==> src/rtl/alu_pkg.sv <==
// Shared definitions for the ALU issue controller: data width, opcodes and FSM states.
package alu_pkg;

   localparam int DATA_W = 32;

   localparam logic [2:0] OP_NOP = 3'b000;
   localparam logic [2:0] OP_MOD = 3'b111;

   typedef enum logic [1:0] {
      IDLE     = 2'd0,
      EXEC     = 2'd1,
      WAIT_MOD = 2'd2,
      DONE     = 2'd3
   } state_t;

endpackage

==> src/rtl/alu_issue_ctrl.sv <==
// Issues one op at a time to an external ALU, waits for its result (bounded for mod ops)
// and holds the captured result/flags until the downstream side takes them.
module alu_issue_ctrl
   import alu_pkg::*;
#(
   parameter int MOD_TIMEOUT = 64
) (
   input  logic              Clk,
   input  logic              Reset,
   // Handshakes: a transfer happens on a rising edge where valid and ready are both 1.
   // In_Ready is 1 only in IDLE, Out_Valid only in DONE; Out_* hold until Out_Ready.
   input  logic              In_Valid,
   output logic              In_Ready,
   input  logic [DATA_W-1:0] In_A,
   input  logic [DATA_W-1:0] In_B,
   input  logic [2:0]        In_Op,
   output logic [DATA_W-1:0] A,
   output logic [DATA_W-1:0] B,
   output logic [2:0]        ALUOp,
   input  logic [DATA_W-1:0] Result,
   input  logic              Z,
   input  logic              V,
   input  logic              C,
   input  logic              We,
   output logic              Out_Valid,
   input  logic              Out_Ready,
   output logic [DATA_W-1:0] Out_Result,
   output logic              Out_Z,
   output logic              Out_V,
   output logic              Out_C,
   output logic              Out_Err,
   output state_t            state
);

   localparam int              CNT_W        = $clog2(MOD_TIMEOUT) + 1;
   localparam logic [CNT_W-1:0] TIMEOUT_LAST = CNT_W'(MOD_TIMEOUT - 1);

   state_t           state_q;
   state_t           state_nxt;
   logic [CNT_W-1:0] cnt_q;
   logic             accept;
   logic             capture;
   logic             timeout;

   always_comb begin
      state_nxt = state_q;
      accept    = 1'b0;
      capture   = 1'b0;
      timeout   = 1'b0;
      case (state_q)
         IDLE: begin
            if (In_Valid) begin
               accept    = 1'b1;
               state_nxt = (In_Op == OP_MOD) ? WAIT_MOD : EXEC;
            end
         end
         EXEC: begin
            capture   = 1'b1;
            state_nxt = DONE;
         end
         WAIT_MOD: begin
            // A strobe on the last allowed cycle still counts as a normal result.
            if (We) begin
               capture   = 1'b1;
               state_nxt = DONE;
            end else if (cnt_q == TIMEOUT_LAST) begin
               timeout   = 1'b1;
               state_nxt = DONE;
            end
         end
         DONE: begin
            if (Out_Ready) state_nxt = IDLE;
         end
         default: state_nxt = IDLE;
      endcase
   end

   always_ff @(posedge Clk or posedge Reset) begin
      if (Reset) begin
         state_q    <= IDLE;
         cnt_q      <= '0;
         A          <= '0;
         B          <= '0;
         ALUOp      <= OP_NOP;
         Out_Result <= '0;
         Out_Z      <= 1'b0;
         Out_V      <= 1'b0;
         Out_C      <= 1'b0;
         Out_Err    <= 1'b0;
      end else begin
         state_q <= state_nxt;
         if (accept) begin
            cnt_q <= '0;
            A     <= In_A;
            B     <= In_B;
            ALUOp <= In_Op;
         end else if (state_q == WAIT_MOD) begin
            cnt_q <= cnt_q + CNT_W'(1);
         end
         // ALUOp returns to NOP whenever the op finishes so the mod unit is released.
         if (capture) begin
            ALUOp      <= OP_NOP;
            Out_Result <= Result;
            Out_Z      <= Z;
            Out_V      <= V;
            Out_C      <= C;
            Out_Err    <= 1'b0;
         end else if (timeout) begin
            ALUOp      <= OP_NOP;
            Out_Result <= '0;
            Out_Z      <= 1'b1;
            Out_V      <= 1'b0;
            Out_C      <= 1'b0;
            Out_Err    <= 1'b1;
         end
      end
   end

   assign In_Ready  = (state_q == IDLE);
   assign Out_Valid = (state_q == DONE);
   assign state     = state_q;

endmodule

==> config.mk <==
export PLATFORM = sky130hd
export DESIGN_NAME = alu_issue_ctrl
export DESIGN_NICKNAME = d
export VERILOG_FILES = /design/src/rtl/alu_pkg.sv /design/src/rtl/alu_issue_ctrl.sv
export SDC_FILE = /design/constraint.sdc
export NUM_CORES = 1
export LEC_CHECK = 0
export ABC_CLOCK_PERIOD_IN_PS = 3200
export BUFFER_PORTS_ARGS = -buffer_cell sky130_fd_sc_hd__buf_4
export CORE_MARGIN = 1
export CORE_UTILIZATION = 30
export CTS_CLUSTER_DIAMETER = 50
export DETAILED_ROUTE_END_ITERATION = 8
export HOLD_SLACK_MARGIN = 0.03
export PLACE_DENSITY_LB_ADDON = 0.05
export SKIP_CTS_REPAIR_TIMING = 1
export SKIP_LAST_GASP = 1
export SLEW_MARGIN = 25
export SYNTH_ARGS = -nofsm -noshare
export SYNTH_HDL_FRONTEND = slang
export SYNTH_SLANG_ARGS = --single-unit
==> constraint.sdc <==
create_clock -name Clk -period 3.2 [get_ports Clk]
set_input_delay 0.32 -clock Clk [delete_from_list [all_inputs] [get_ports Clk]]
set_output_delay 0.32 -clock Clk [all_outputs]
set_load 0.02 [all_outputs]
[Word-level counts from Yosys, hierarchy flattened]
Index checks and enable logic that the tools add are counted.
Word-level totals
  register bits: 112
  output and inout bits: 107
  logic and storage cells: 50
Cells by class
  reductions and logical operators: 5
  $add $sub $neg: 1
  multiplexer cells: 26
  equal/unequal tests: 8
Operator list (number)
  $mux W32: 2
  $mux W7: 2
  $mux W1: 12
  $mux W2: 5
  $mux W3: 3
  $pmux W2 S4: 1
  $add A7 B1 Y7 const B: 1
  $eq A7 B6 Y1 const B: 1
  $eq A2 B2 Y1 const B: 2
  $reduce_bool A2 Y1: 2
  $eq A3 B3 Y1 const B: 1
  $ne A3 B3 Y1 const B: 1
  $reduce_and A3 Y1: 1
  $reduce_bool A3 Y1: 1
  $eq A2 B1 Y1 const B: 1
  $logic_not A2 Y1: 1
  $ne A2 B1 Y1 const B: 1
  $ne A2 B2 Y1 const B: 1
  $pmux W1 S2: 1

[Logic depth before layout (Yosys ltp)]
  depth after elaboration: 6
  depth in mapped cells: 8
  gate-level depth less buffers: 6

[Worst setup path after synthesis]
OpenSTA, ideal clock, no wires.
  path type: register -> register
  from: reg state_q[0] (netlist: state[0])
  to: reg state_q[1] (netlist: state[1])
  data required time: 3.075 ns
  data arrival time: 1.709 ns
  path buffers: 1
  cell stages (with the launch flop): 8
  slack: 1.366 ns
  cells stage by stage: dfrtp_1 -> inv_1 -> ha_1 -> buf_6 -> nor2b_1 -> a222oi_1 -> nand2_1 -> mux2_4
Between the ends
  word-level cells in the longest chain between the ends: 3
  elaborated cells between the ends (all ways): 9
  those cells by class: 6 x eq/ne; 1 x mux; 2 x reduce/logical
Ends and longest elaborated chain
  from (decl): RTL line alu_issue_ctrl.sv:38  | state_t state_q;
  from (signal assigned): RTL line alu_issue_ctrl.sv:91  | state_q <= state_nxt;
  $eq A2 B2 Y1 / $logic_not A2 Y1 (equally long branches): RTL line alu_issue_ctrl.sv:50  | case (state_q)
  $ne A3 B3 Y1 (no line) (tied with other cells)
  $reduce_and A3 Y1 (no line)
Parallel ways exist; a longest one is shown, timed or not.
A chain may end at the register's enable or synchronous reset.

[Worst setup path after layout]
  from: reg state_q[0] (netlist: state[0])
  to: reg Out_C
Between the ends
  word-level cells in the longest chain between the ends: 3
  elaborated cells between the ends (all ways): 6
  those cells by class: 2 x eq/ne; 3 x mux; 1 x reduce/logical
Ends and longest elaborated chain
  $eq A2 B2 Y1 / $eq A2 B1 Y1 (equally long branches): RTL line alu_issue_ctrl.sv:50
  $pmux W1 S2 / $mux W1 (equally long branches): RTL line alu_issue_ctrl.sv:50
  $mux W1 / $reduce_bool A2 Y1 (equally long branches)
  to (signal assigned): RTL line alu_issue_ctrl.sv:88  | Out_C <= 1'b0;
  to (signal assigned): RTL line alu_issue_ctrl.sv:106  | Out_C <= C;
  to (signal assigned): RTL line alu_issue_ctrl.sv:113  | Out_C <= 1'b0;
  to (decl): RTL line alu_issue_ctrl.sv:30  | output logic Out_C,
Parallel ways exist; a longest one is shown, timed or not.

==> impl_results.md <==
* Status: finished clean
* Setup violators final at 0
* Worst-skew pair later-pin latency at 0.35 ns
* Area Overhead vs Synth at 48.3%
* CTS max path bufs at 2
* Total Wirelength at between 10000 and 15000 µm
* Tmin final at approximately 2.1 ns
* VDD IR max at about 0.48 mV
* Vias in the first global route at between 3000 and 4000
* Register share of total power at between 30% and 40%
* Synth warn at 0
* Critical Path Start Type: flip-flop
* NetSw at ~2.8 mW
* Fin. max-slew vios at 0
* Initial antenna violation count at 0
* RePlAce Congestion at roughly 0.76
* Mux contribution to synthesized area at less than 1%
* # rows at between 40 and 50
* RSZ-0062 raised after global routing: no
* Placeable core region at 14000 µm²
* CP Data Arrival Time at around 2.4 ns
* Hold WS at approximately 0.12 ns
* H-tree Lvls at 3
* Post-Syn Area per Cell at slightly above 10 µm²
* Fin. Hold Viols at 0
* Register area share after synthesis at between 60% and 70%
* Grt ovf at 0
* Starting Density at a little under a third
* Post-detail-place hpwl at just over 8000 µm
* Share of cells above drive strength 1 at 39.3%
* N_diodes at 0
* WL/cell at ~14 µm
* CP Class: flip-flop to flip-flop
* Vias per std cell at approximately 4.4
* Die H at roughly 120 µm
* Fmax at between 400 and 500 MHz
* DRT antenna net count at 0
* Post-Synth XOR/XNOR Area at 0.800%
* Post-Synth Simple-Gate Area at 20.7%
* Cts bufs inserted at 9
* Relative slew slack at between 40% and 50%
* First-pass GRT wire length at ~18000 µm
* Reg clk slew, reported paths at roughly 0.08 ns
* CTS Root Buffer Type: clkbuf_16
* Max-capacitance violation count at 0
* Required @ worst endpoint at 3.48 ns
* Slew @ Worst Pin at roughly 0.85 ns
* # fillers at around 1300
* Detailed-route via count at 3604
* Post-Synth Adder-Cell Area at between 1.5 and 2%
* Clock skew at about 0.0066 ns
* GRT Overall Usage at between 10% and 20%
* Yosys cell types at 30
* Die footprint at around 15000 µm²
* CTS Sinks at approximately 110
* Worst hold path type: input port to async pin
* Num ports at 214
* Post-synth net total at ~540
* Compound-Gate Fraction of Synth Area at 8.71%
* Die Width at 123 µm
* Cell Int Power at ~4.3 mW
* Largest family of logic cells by synthesized area: simple AND/OR/NAND/NOR gates
* Seq cells post-synth at ~110
* Mapped Cells at about 420
* Critical path capture point type: flip-flop
* Router iterations before antenna repair at 4
* DR iter-0 viols at a little under 200
* P_leak at about 3.5 nW
* Fin crit share at between 60% and 70%
* DRC at 0
* CTS tree: yes
* Switching Share at 39.4%
* Combinational power share at a little under half
* Largest net degree at the start of global routing at 60
* Synthesized area at roughly 4400 µm²
* Clk network pwr share at between 10% and 20%
* Total power at 7.07 mW
* I/O Buffers at approximately 210
* CP max FO at 34
* Net count, final at approximately 740
* Power per cell area at 1090 nW/µm²
* Setup TNS at 0 ns
==> cells in the final DEF, fill, tap and decap left out, types with 3 or more instances in the layout <==
cell type / n
a22o_2: 4
bufinv_16: 3
dfrtp_1: 112
a22o_1: 30
inv_1: 5
xor2_1: 3
nand2_1: 203
clkbuf_16: 9
o21ai_0: 5
buf_4: 218
ha_1: 6
a21oi_1: 5
nor2_1: 7
==> Yosys cell counts <==
master	count	share of area (%)
nor2_1	7	0.60
nor4_4	1	0.49
dfrtp_1	112	64
or3_1	1	0.14
clkbuf_1	6	0.51
or2_2	1	0.14
o32a_1	1	0.23
nor2b_1	1	0.14
a22o_1	30	6.0
mux2i_1	2	0.46
nand4_4	1	0.49
xnor2_1	1	0.20
mux2_4	1	0.34
a222oi_1	1	0.23
nand2_1	204	17
buf_1	7	0.60
buf_6	4	1.0
or3_2	1	0.17
xor2_1	3	0.60
a21oi_1	5	0.57
o21ai_0	5	0.57
nor2_4	2	0.51
ha_1	6	1.7
a21oi_2	1	0.20
nand4_1	2	0.29
inv_1	6	0.51
nand2b_1	1	0.14
and2_1	1	0.14
a22o_2	4	0.91
buf_2	5	0.57
==> layout make-up <==
class                   count  area [µm²]  area share [%]
multi-input cells         283        1440            22.2
clock inverters             7         120            1.85
clock buffers               9         225            3.47
repair buffers            219        1660            25.5
inverters                   6        26.3           0.405
flip-flops and latches    112        2800            43.2
well taps                 180         225            3.47
==> worst max-delay path, cell delays in order (launching register included) <==
cell and delay (ns):
dfrtp_1 0.40, inv_1 0.10, ha_1 0.34, a21oi_2 0.26, nor2_4 0.06, nor2_4 0.61
a22o_2 0.25
==> routing by layer <==
layer  up-vias  GRT usage [%]  wire length [µm]
li1       1773              -                 -
met1      1664           20.8              5200
met2       151           23.8              4990
met3        16           4.14              1020
met4         0           7.47               249
met5         -              0                 0
==> path summary, 6_finish.rpt <==
kind | slack, ns | to | startpoint | depth (start not counted)
worst min-delay path | 0.12 | Out_Result[6] | Reset | 2
max in group asynchronous | 2.30 | Out_Result[19] | Reset | 3
min in group Clk | 0.16 | B[28] | In_B[28] | 3
worst max register to register | 1.10 | Out_C | state[0] | 6
worst max-delay path | 1.10 | Out_C | state[0] | 6
worst min register to register | 0.48 | A[18] | A[18] | 2
==> cells by family after synthesis <==
logic type / count (synthesis)
and+or+nand+nor: 223
xor gates and xnor gates: 4
AOI/OAI and AO/OA: 47
buffers and inverters: 28
muxes: 3
DFF: 112
adders and majority gates: 6
==> metrics by stage <==
stage                     std cells  area (µm²)  utilization [%]  setup slack [ns]
after floorplan                 423        4380                -              1.37
after global placement          800        6150             43.8              1.17
after detailed placement        800        6150             43.8              1.09
after CTS                       816        6490             46.3              1.08
after global routing            816        6490             46.3             0.906
final                           816        6490             46.3              1.10
==> sequential cells by signal (all words and copies together) (netlist names) <==
signal / cells
Out_Result: 32
state: 2
Out_Err: 1
Out_Z: 1
Out_C: 1
ALUOp: 3
Out_V: 1
B: 32
cnt_q: 7
A: 32
==> power by group through the flow <==
stage | logic (mW) | registers [mW] | clock network [mW]
floorplan | 1.29 | 3.17 | 0
global placement | 3.36 | 2.45 | 0
detailed placement | 3.42 | 2.45 | 0
CTS | 3.40 | 2.44 | 1.33
global route | 3.67 | 2.52 | 1.38
finish | 3.34 | 2.44 | 1.29
(Power assumes the default switching activity.)
